===== src/rtl/recurrence_pkg.sv =====
// -----------------------------------------------------------------------------
// recurrence_pkg
//   Shared types and constants for the second-order recurrence engine
//   f(n) = A*f(n-1) + B*f(n-2).
//   - state_e    : controller states
//   - DEF_*_C    : power-up coefficients and seeds (A=2, B=3, f0=1, f1=1)
//   - sum_width(): width that holds A*x + B*y without loss
// -----------------------------------------------------------------------------
package recurrence_pkg;

  typedef enum logic [1:0] {
    IDLE    = 2'd0,
    LOOKUP  = 2'd1,
    COMPUTE = 2'd2,
    RESPOND = 2'd3
  } state_e;

  localparam int DEF_A_C  = 2;
  localparam int DEF_B_C  = 3;
  localparam int DEF_F0_C = 1;
  localparam int DEF_F1_C = 1;

  // Each product needs COEF_W+VAL_W bits; adding two of them needs one more.
  function automatic int sum_width(input int val_w, input int coef_w);
    return coef_w + val_w + 1;
  endfunction

endpackage


===== src/rtl/recurrence_mac.sv =====
// -----------------------------------------------------------------------------
// recurrence_mac
//   Combinational multiply-accumulate a*x + b*y.
//   Ports:
//     a_i, b_i   [COEF_W-1:0]  coefficients
//     x_i, y_i   [VAL_W-1:0]   operands (f(k-1), f(k-2))
//     sum_o      [VAL_W-1:0]   full sum modulo 2^VAL_W
//     carry_o                  full sum did not fit in VAL_W bits
// -----------------------------------------------------------------------------
module recurrence_mac
  import recurrence_pkg::*;
#(
  parameter int VAL_W  = 8,
  parameter int COEF_W = 4
) (
  input  logic [COEF_W-1:0] a_i,
  input  logic [COEF_W-1:0] b_i,
  input  logic [VAL_W-1:0]  x_i,
  input  logic [VAL_W-1:0]  y_i,
  output logic [VAL_W-1:0]  sum_o,
  output logic              carry_o
);

  localparam int SUM_W = sum_width(VAL_W, COEF_W);

  logic [SUM_W-1:0] full_sum;

  // Operands widened first so the products are evaluated at full width.
  assign full_sum = (SUM_W'(a_i) * SUM_W'(x_i)) + (SUM_W'(b_i) * SUM_W'(y_i));
  assign sum_o    = full_sum[VAL_W-1:0];
  assign carry_o  = |full_sum[SUM_W-1:VAL_W];

endmodule


===== src/rtl/recurrence_engine.sv =====
// -----------------------------------------------------------------------------
// recurrence_engine
//   Memoised bottom-up evaluator of f(n) = A*f(n-1) + B*f(n-2), f(0)=F0,
//   f(1)=F1. Computed entries persist between queries; a miss extends the
//   table one entry per cycle starting just above the highest valid index.
//   Ports:
//     clk, rst          clock, synchronous active-high reset
//     start, entry      query request (IDLE only) and requested n
//     cfg_we, cfg_*     load A, B, f(0), f(1) (IDLE only, wins over start)
//     busy              controller not in IDLE
//     done              one-cycle response pulse
//     result            f(n) mod 2^VAL_W, held until the next response
//     overflow          true f(n) (or any predecessor) exceeded VAL_W bits
//     err               requested n was >= DEPTH
// -----------------------------------------------------------------------------
module recurrence_engine
  import recurrence_pkg::*;
#(
  parameter int IDX_W  = 4,
  parameter int DEPTH  = 16,
  parameter int VAL_W  = 8,
  parameter int COEF_W = 4,
  parameter int DEF_A  = DEF_A_C,
  parameter int DEF_B  = DEF_B_C,
  parameter int DEF_F0 = DEF_F0_C,
  parameter int DEF_F1 = DEF_F1_C
) (
  input  logic              clk,
  input  logic              rst,
  input  logic              start,
  input  logic [IDX_W-1:0]  entry,
  input  logic              cfg_we,
  input  logic [COEF_W-1:0] cfg_a,
  input  logic [COEF_W-1:0] cfg_b,
  input  logic [VAL_W-1:0]  cfg_f0,
  input  logic [VAL_W-1:0]  cfg_f1,
  output logic              busy,
  output logic              done,
  output logic [VAL_W-1:0]  result,
  output logic              overflow,
  output logic              err
);

  // Table address width; entry may be wider than needed to address DEPTH rows.
  localparam int AW = (DEPTH > 1) ? $clog2(DEPTH) : 1;
  localparam logic [IDX_W:0] DEPTH_X = (IDX_W + 1)'(DEPTH);

  state_e              state_q, state_d;
  logic [COEF_W-1:0]   a_q, b_q;
  logic [VAL_W-1:0]    table_q [DEPTH];
  logic [DEPTH-1:0]    ovf_q;
  logic [IDX_W-1:0]    hi_q, k_q, n_q;
  logic [VAL_W-1:0]    result_q;
  logic                overflow_q, err_q;

  logic                entry_oob;
  logic [AW-1:0]       k_a, km1_a, km2_a, n_a;
  logic [VAL_W-1:0]    mac_sum;
  logic                mac_carry, new_ovf;

  assign entry_oob = {1'b0, entry} >= DEPTH_X;

  // n < DEPTH is established before COMPUTE/LOOKUP, so truncating to the
  // table address width never aliases a live index.
  assign k_a   = AW'(k_q);
  assign km1_a = AW'(k_q - 1'b1);
  assign km2_a = AW'(k_q - 2'd2);
  assign n_a   = AW'(n_q);

  recurrence_mac #(
    .VAL_W  (VAL_W),
    .COEF_W (COEF_W)
  ) u_mac (
    .a_i     (a_q),
    .b_i     (b_q),
    .x_i     (table_q[km1_a]),
    .y_i     (table_q[km2_a]),
    .sum_o   (mac_sum),
    .carry_o (mac_carry)
  );

  // Overflow is sticky along the chain: once any predecessor wrapped, every
  // later entry is derived from wrapped data.
  assign new_ovf = ovf_q[km1_a] | ovf_q[km2_a] | mac_carry;

  // NOTE: every variable assigned here gets a default first, so no path
  // leaves it unassigned and no latch is inferred.
  always_comb begin
    state_d = state_q;
    unique case (state_q)
      IDLE: begin
        if (!cfg_we && start) begin
          if (entry_oob)          state_d = RESPOND;
          else if (entry <= hi_q) state_d = LOOKUP;
          else                    state_d = COMPUTE;
        end
      end
      LOOKUP:  state_d = RESPOND;
      COMPUTE: if (k_q == n_q) state_d = RESPOND;
      RESPOND: state_d = IDLE;
      default: state_d = IDLE;
    endcase
  end

  // NOTE: state is updated with non-blocking assignments so every register
  // samples the pre-edge values regardless of statement order.
  always_ff @(posedge clk) begin
    if (rst) begin
      state_q    <= IDLE;
      a_q        <= COEF_W'(DEF_A);
      b_q        <= COEF_W'(DEF_B);
      // NOTE: only the two seed rows are reset; rows above hi are never read
      // before being written, so clearing them would only add reset fan-out.
      table_q[0] <= VAL_W'(DEF_F0);
      table_q[1] <= VAL_W'(DEF_F1);
      ovf_q      <= '0;
      hi_q       <= IDX_W'(1);
      k_q        <= '0;
      n_q        <= '0;
      result_q   <= '0;
      overflow_q <= 1'b0;
      err_q      <= 1'b0;
    end else begin
      state_q <= state_d;
      unique case (state_q)
        IDLE: begin
          if (cfg_we) begin
            a_q        <= cfg_a;
            b_q        <= cfg_b;
            table_q[0] <= cfg_f0;
            table_q[1] <= cfg_f1;
            ovf_q      <= '0;
            hi_q       <= IDX_W'(1);
          end else if (start) begin
            n_q <= entry;
            k_q <= hi_q + 1'b1;
            if (entry_oob) begin
              result_q   <= '0;
              overflow_q <= 1'b0;
              err_q      <= 1'b1;
            end
          end
        end
        LOOKUP: begin
          result_q   <= table_q[n_a];
          overflow_q <= ovf_q[n_a];
          err_q      <= 1'b0;
        end
        COMPUTE: begin
          table_q[k_a] <= mac_sum;
          ovf_q[k_a]   <= new_ovf;
          hi_q         <= k_q;
          k_q          <= k_q + 1'b1;
          if (k_q == n_q) begin
            result_q   <= mac_sum;
            overflow_q <= new_ovf;
            err_q      <= 1'b0;
          end
        end
        default: ;
      endcase
    end
  end

  assign busy     = (state_q != IDLE);
  assign done     = (state_q == RESPOND);
  assign result   = result_q;
  assign overflow = overflow_q;
  assign err      = err_q;

endmodule

===== config.mk =====
export PLATFORM = sky130hd
export DESIGN_NAME = recurrence_engine
export DESIGN_NICKNAME = d
export VERILOG_FILES = /design/src/rtl/recurrence_pkg.sv /design/src/rtl/recurrence_mac.sv /design/src/rtl/recurrence_engine.sv
export SDC_FILE = /design/constraint.sdc
export NUM_CORES = 1
export LEC_CHECK = 0
export BUFFER_PORTS_ARGS = -buffer_cell sky130_fd_sc_hd__buf_2
export CORE_UTILIZATION = 50
export CTS_BUF_LIST = sky130_fd_sc_hd__clkbuf_8
export CTS_CLUSTER_SIZE = 28
export DETAILED_ROUTE_END_ITERATION = 8
export PLACE_DENSITY = 0.68
export SLEW_MARGIN = 10
export SYNTH_ARGS = -nofsm -noshare
export SYNTH_HDL_FRONTEND = slang
export SYNTH_SLANG_ARGS = --single-unit

===== constraint.sdc =====
create_clock -name clk -period 10.95 [get_ports clk]
set_input_delay 2.19 -clock clk [delete_from_list [all_inputs] [get_ports clk]]
set_output_delay 2.19 -clock clk [all_outputs]
set_load 0.02 [all_outputs]

Yosys cells after proc, flatten, opt, wreduce, memory -nomap -nowiden

Memory sizes are Yosys's and may differ from the RTL's. A register that Yosys moved wholly into a read port is not among the register bits.
Cells that the tools add are included.
Widths: inputs -> output; s select.

Bits in registers: 48
Bits in writable memories: 128
Bits of input ports: 32
Memories: 1

Memories:

| name    | words | bits a word | read ports | clocked after memory_dff | wr ports | RTL line                | source |
|---|---|---|---|---|---|---|---|
| table_q | 16    | 8           | 3          | 1                        | 2        | recurrence_engine.sv:50 | `logic [VAL_W-1:0] table_q [DEPTH];` |

Add/subtract/negate cells: 5
$mul: 2
Magnitude comparators: 6
Equality and inequality tests: 9
Mux-type cells: 42
Bitwise logic cells: 5
Reductions and logical operators: 15

Operators with widths:

| kind                | count |
|---|---|
| $mux 8              | 4 |
| $pmux 16 s2         | 1 |
| $mul 4x8->12        | 2 |
| $mux 4              | 6 |
| $lt 4x5->1 const B  | 4 |
| $bwmux 16           | 1 |
| $mux 1              | 16 |
| $mux 16             | 1 |
| $pmux 4 s2          | 2 |
| $pmux 8 s2          | 1 |
| $add 12x12->13      | 1 |
| $bmux 1 s4          | 3 |
| $ne 2x2->1 const B  | 5 |
| $add 4x1->4 const B | 2 |
| $pmux 2 s4          | 1 |
| $reduce_and 2->1    | 4 |
| $reduce_or 8->1     | 1 |
| $mux 2              | 3 |
| $reduce_and 3->1    | 2 |
| $reduce_bool 2->1   | 3 |
| $reduce_or 5->1     | 1 |
| $demux 1 s4         | 1 |
| $eq 2x2->1 const B  | 2 |
| $eq 4x4->1          | 1 |
| other kinds (11)    | 16 |

Depth between registers and ports, before layout

An unclocked memory read counts as a cell.

Depth after elaboration: 8
Gate-level depth with buffers: 27
Mapped depth without buffers: 22

Modules after synthesis

A second synthesis with hierarchy kept.

Cell total of the unflattened synthesis: 931
Area, all modules: 12,046.6 um2

By module, submodules not included:

| module            | instances | cells an instance | area each (um2) | sequential area each (um2) |
|---|---|---|---|---|
| recurrence_engine | 1         | 682               | 9,950.8         | 4,864.7 |
| recurrence_mac    | 1         | 249               | 2,095.8         | 0.0 |

Least setup slack after synthesis

Ideal clock, no wire load.

Kind: register -> register
Start point: reg k_q[1] (netlist: k_a[1])
End point: reg ovf_q[11]
Arrival time: 7.814 ns
Data required time: 10.834 ns
Slack: 3.019 ns
Cell stages (with the launch flop): 28
Cell sequence: dfxtp_1 clkbuf_1 clkbuf_1 buf_1 inv_1 ha_1 buf_2 buf_1 mux4_2 mux4_2 and2_1 fa_1 inv_1 fa_1 inv_1 fa_1 inv_1 fa_1 inv_1 ha_1 a211oi_1 o21bai_1 a2111oi_0 or3_1 xor2_1 nand4_4 buf_6 a41o_1

Longest elaborated chain between the ends: 8
Elaborated cells on any way between the ends: 20

RTL lines:

| item                                              | RTL line                                         | source |
|---|---|---|
| from (decl)                                       | recurrence_engine.sv:52                          | `logic [IDX_W-1:0] hi_q, k_q, n_q;` |
| from (signal assigned)                            | recurrence_engine.sv:136                         | `k_q <= hi_q + 1'b1;` |
| from (signal assigned)                            | recurrence_engine.sv:153                         | `k_q <= k_q + 1'b1;` |
| $sub 4x1->4 / $sub 4x2->4 (equally long branches) | recurrence_engine.sv:66, recurrence_engine.sv:67 |  |
| $mem_v2 16x8                                      | --                                               |  |
| $mul 4x8->12                                      | recurrence_mac.sv:29                             | `assign full_sum = (SUM_W'(a_i) * SUM_W'(x_i)) + (SUM_W'(b_i) * SUM_W'(y_i));` |
| $add 12x12->13                                    | recurrence_mac.sv:29                             |  |
| $reduce_or 5->1                                   | recurrence_mac.sv:31                             | `assign carry_o = \|full_sum[SUM_W-1:VAL_W];` |
| $or 1x1->1                                        | recurrence_engine.sv:84                          | `assign new_ovf = ovf_q[km1_a] \| ovf_q[km2_a] \| mac_carry;` |
| $bwmux 16 *                                       | recurrence_engine.sv:151                         | `ovf_q[k_a] <= new_ovf;` |
| $pmux 16 s2 *                                     | recurrence_engine.sv:125                         | `unique case (state_q)` |
| to (signal, indexed assignment)                   | recurrence_engine.sv:151                         |  |
| to (decl)                                         | recurrence_engine.sv:51                          | `logic [DEPTH-1:0] ovf_q;` |

Every way passes the cells marked *; elsewhere a longest branch is shown, timed or not. The select of a mux whose other input is x is not followed.
A chain may end at the register's enable or synchronous reset.

Worst setup path in the final report

Start point: reg k_q[1] (netlist: k_a[1])
End point: reg ovf_q[6]

The elaborated chain is that of the path after synthesis.

==> impl_metrics.ini <==
[synthesis]
synth_common_cells = 133 x mux4_2, 128 x edfxtp_1, 87 x nand2_1, 81 x inv_1
ys_ff_latch = 179
post-synth-top-area-cell = edfxtp_1
yosysSeqAreaShare = 0.408
synthArstFlopShare = 0
synth_edf_count = 128
synth.cell_area_sq_um = 11900
postSynthAreaPerCell_sq_um = 13.0
synth.area.top_cells = edfxtp_1 32%, mux4_2 25%, dfxtp_1 8.6%, fa_1 7.1%, ha_1 4.2%
yosysUniqueCellTypes = 53
ys_warn_count = 0
synth_nets = 1029
synth_most_common_cell = mux4_2
syn-instance-count = 915
synthFlopType = edfxtp_1
synth_top_area_share = 0.322

[worst_setup_path]
cp-end-kind = flop
cp.required_ns = 11.32
worstPathArrival_ns = 8.33
critPathMostFrequentCell = inv_1
crit_path_start_kind = flop
crit_type = reg2reg
cp_max_fo = 43
path_cells = buf_4, inv_1, ha_2, buf_4, mux4_2, mux4_2, and2_1, fa_1, inv_1, fa_1, inv_1, fa_1, inv_1, fa_1, inv_1, ha_1, a211oi_1, o21bai_1, a2111oi_0, or3_1, xor2_1, nand4_4, a41o_1
slowest_delay_ns = 0.59
cp_slowest_cell = mux4_2

[finish]
layout-drive-gt1-share = 0.244
multi_input_area_sq_um = 6480
regArea_sq_um = 4870
syn_to_final_growth_pct = 7.31
nets = 1040
n_fill_cell = 1909
final_area_sq_um = 12800

[grt]
first_global_vias = 8067
antenna_found_initial = 1
track_usage = 0.278
grt_max_degree = 44
gr-total-overflow = 0
grt_pass1_wl_mm = 49.1

[timing]
slew_headroom = 0.350
period_minus_slack_ns = 7.96
hold_viol = 0
grt_setup_unrepaired = false
setup_violations = 0
worst-slew-pin-transition_ns = 0.974
skew_ns = 0.0267
fmax_mhz = 126
period_share = 0.727
slew_viol_final = 0
finalSetupTns_ns = 0

[floorplanning]
core_area_sq_um = 23400
die_h_microns = 156
pin_count = 44
rows = 56
die_x_microns = 156
start_util = 0.509
dieArea_sq_um = 24500

[detailed_routing]
vias_per_cell = 6.43
drt-met1-wl_mm = 12.7
num_vias = 8098
ant_nets = 0
drt-initial-drc-count = 960
wl_met2_mm = 15.2
routed_wl_mm = 31.9
first_pass_iters = 5
wire_per_inst_microns = 25.3
dr_wl_met3_mm = 3.05
drcViolationCount = 0
routed.top_layer = met4

[clocking]
cts_setup_buffers = 0
cts_max_level = 4
hold_buffers = 0
clk_pin_slew_worst_paths_ns = 0.11
clock-sinks = 179
clk_latency_ns = 0.49
cts-root-buf = clkbuf_8
cts_buffers = 17
tritoncts = yes
cts_resized = 0
clk_path_buf_depth = 2

[placed_design]
place_area_sq_um = 12400
gp_congestion = 0.930
portBuffers = 42
dp_hpwl_mm = 22.4

[hold_path]
hold_class = reg2reg

[run]
drv_cap = 0

[status]
outcome = completed
registers in the layout, summed over array words and instances, names as in the netlist, named ones only:
name	count
state_q	2
a_q	4
n_a	4
b_q	4
overflow	1
table_q	128
result	8
k_a	4
ovf_q	16
hi_q	4
worst max-delay path, delay by kind of cell, from the launching register on:
kind	cells	cell delay [ns]
DFF	1	0.33
adders and majority gates	6	2.73
and+or+nand+nor	3	0.69
buffers and inverters	7	1.48
AOI/OAI and AO/OA	4	1.15
muxes	2	1.11
xor gates and xnor gates	1	0.28
routing by layer:
metal  vias to the layer above  GRT usage
met2                       499      0.444
met4                         0      0.105
met5                         -          0
met3                        72     0.0626
met1                      4068      0.373
li1                       3459          -
cell type report:
class                           instances  area share
Antenna cell                            1    0.000196
Clock buffer                           17      0.0183
Clock inverter                         15      0.0155
Inverter                               82      0.0241
Multi-Input combinational cell        592       0.507
Sequential cell                       179       0.381
Tap cell                              319      0.0312
Timing Repair Buffer                   54      0.0235
per-stage QoR:
step | worst slack (ns) | instances | utilization | hold slack (ns)
after floorplan | 3.02 | 915 | - | 0.460
after global placement | 3.21 | 1226 | 0.528 | 0.486
after detailed placement | 3.07 | 1226 | 0.528 | 0.490
after CTS | 3.02 | 1258 | 0.546 | 0.504
after global routing | 2.66 | 1258 | 0.546 | 0.540
final | 2.99 | 1259 | 0.547 | 0.504
placed cells by master (no fill, tap or decap), drive strengths merged, types with 40 or more instances in the layout:
cell type and instances:
nand2 87, fa 42, mux4 133, nor2 41, inv 87, ha 40, edfxtp 128, and2 53
buf 54, dfxtp 51
worst paths after layout:
check	startpoint	endpoint	slack, ns	cells past startpoint
setup / recovery	k_a[1]$_SDFFE_PP0P_	ovf_q[6]$_SDFFE_PP0P_	2.99	23
hold / removal	result[1]$_SDFFE_PP0P_	result[1]$_SDFFE_PP0P_	0.50	2
setup reg to reg	k_a[1]$_SDFFE_PP0P_	ovf_q[6]$_SDFFE_PP0P_	2.99	23
hold reg to reg	result[1]$_SDFFE_PP0P_	result[1]$_SDFFE_PP0P_	0.50	2
kinds of logic (layout without fill, tap and decap cells):
group / after synthesis / in the layout / synth area share
AND/OR/NAND/NOR: 245 / 245 / 0.101
adder cells (fa/ha/maj): 82 / 82 / 0.113
other: 1 / 2 / 0.000315
flip-flops: 179 / 179 / 0.408
AO/OA/AOI/OAI: 109 / 109 / 0.0605
XOR/XNOR: 14 / 14 / 0.0109
multiplexers: 141 / 141 / 0.258
buffers and inverters: 144 / 168 / 0.0489
Power is left out: the tool's default activity adds up to more than one toggle a clock period on the data nets, which glitch-free logic cannot reach.
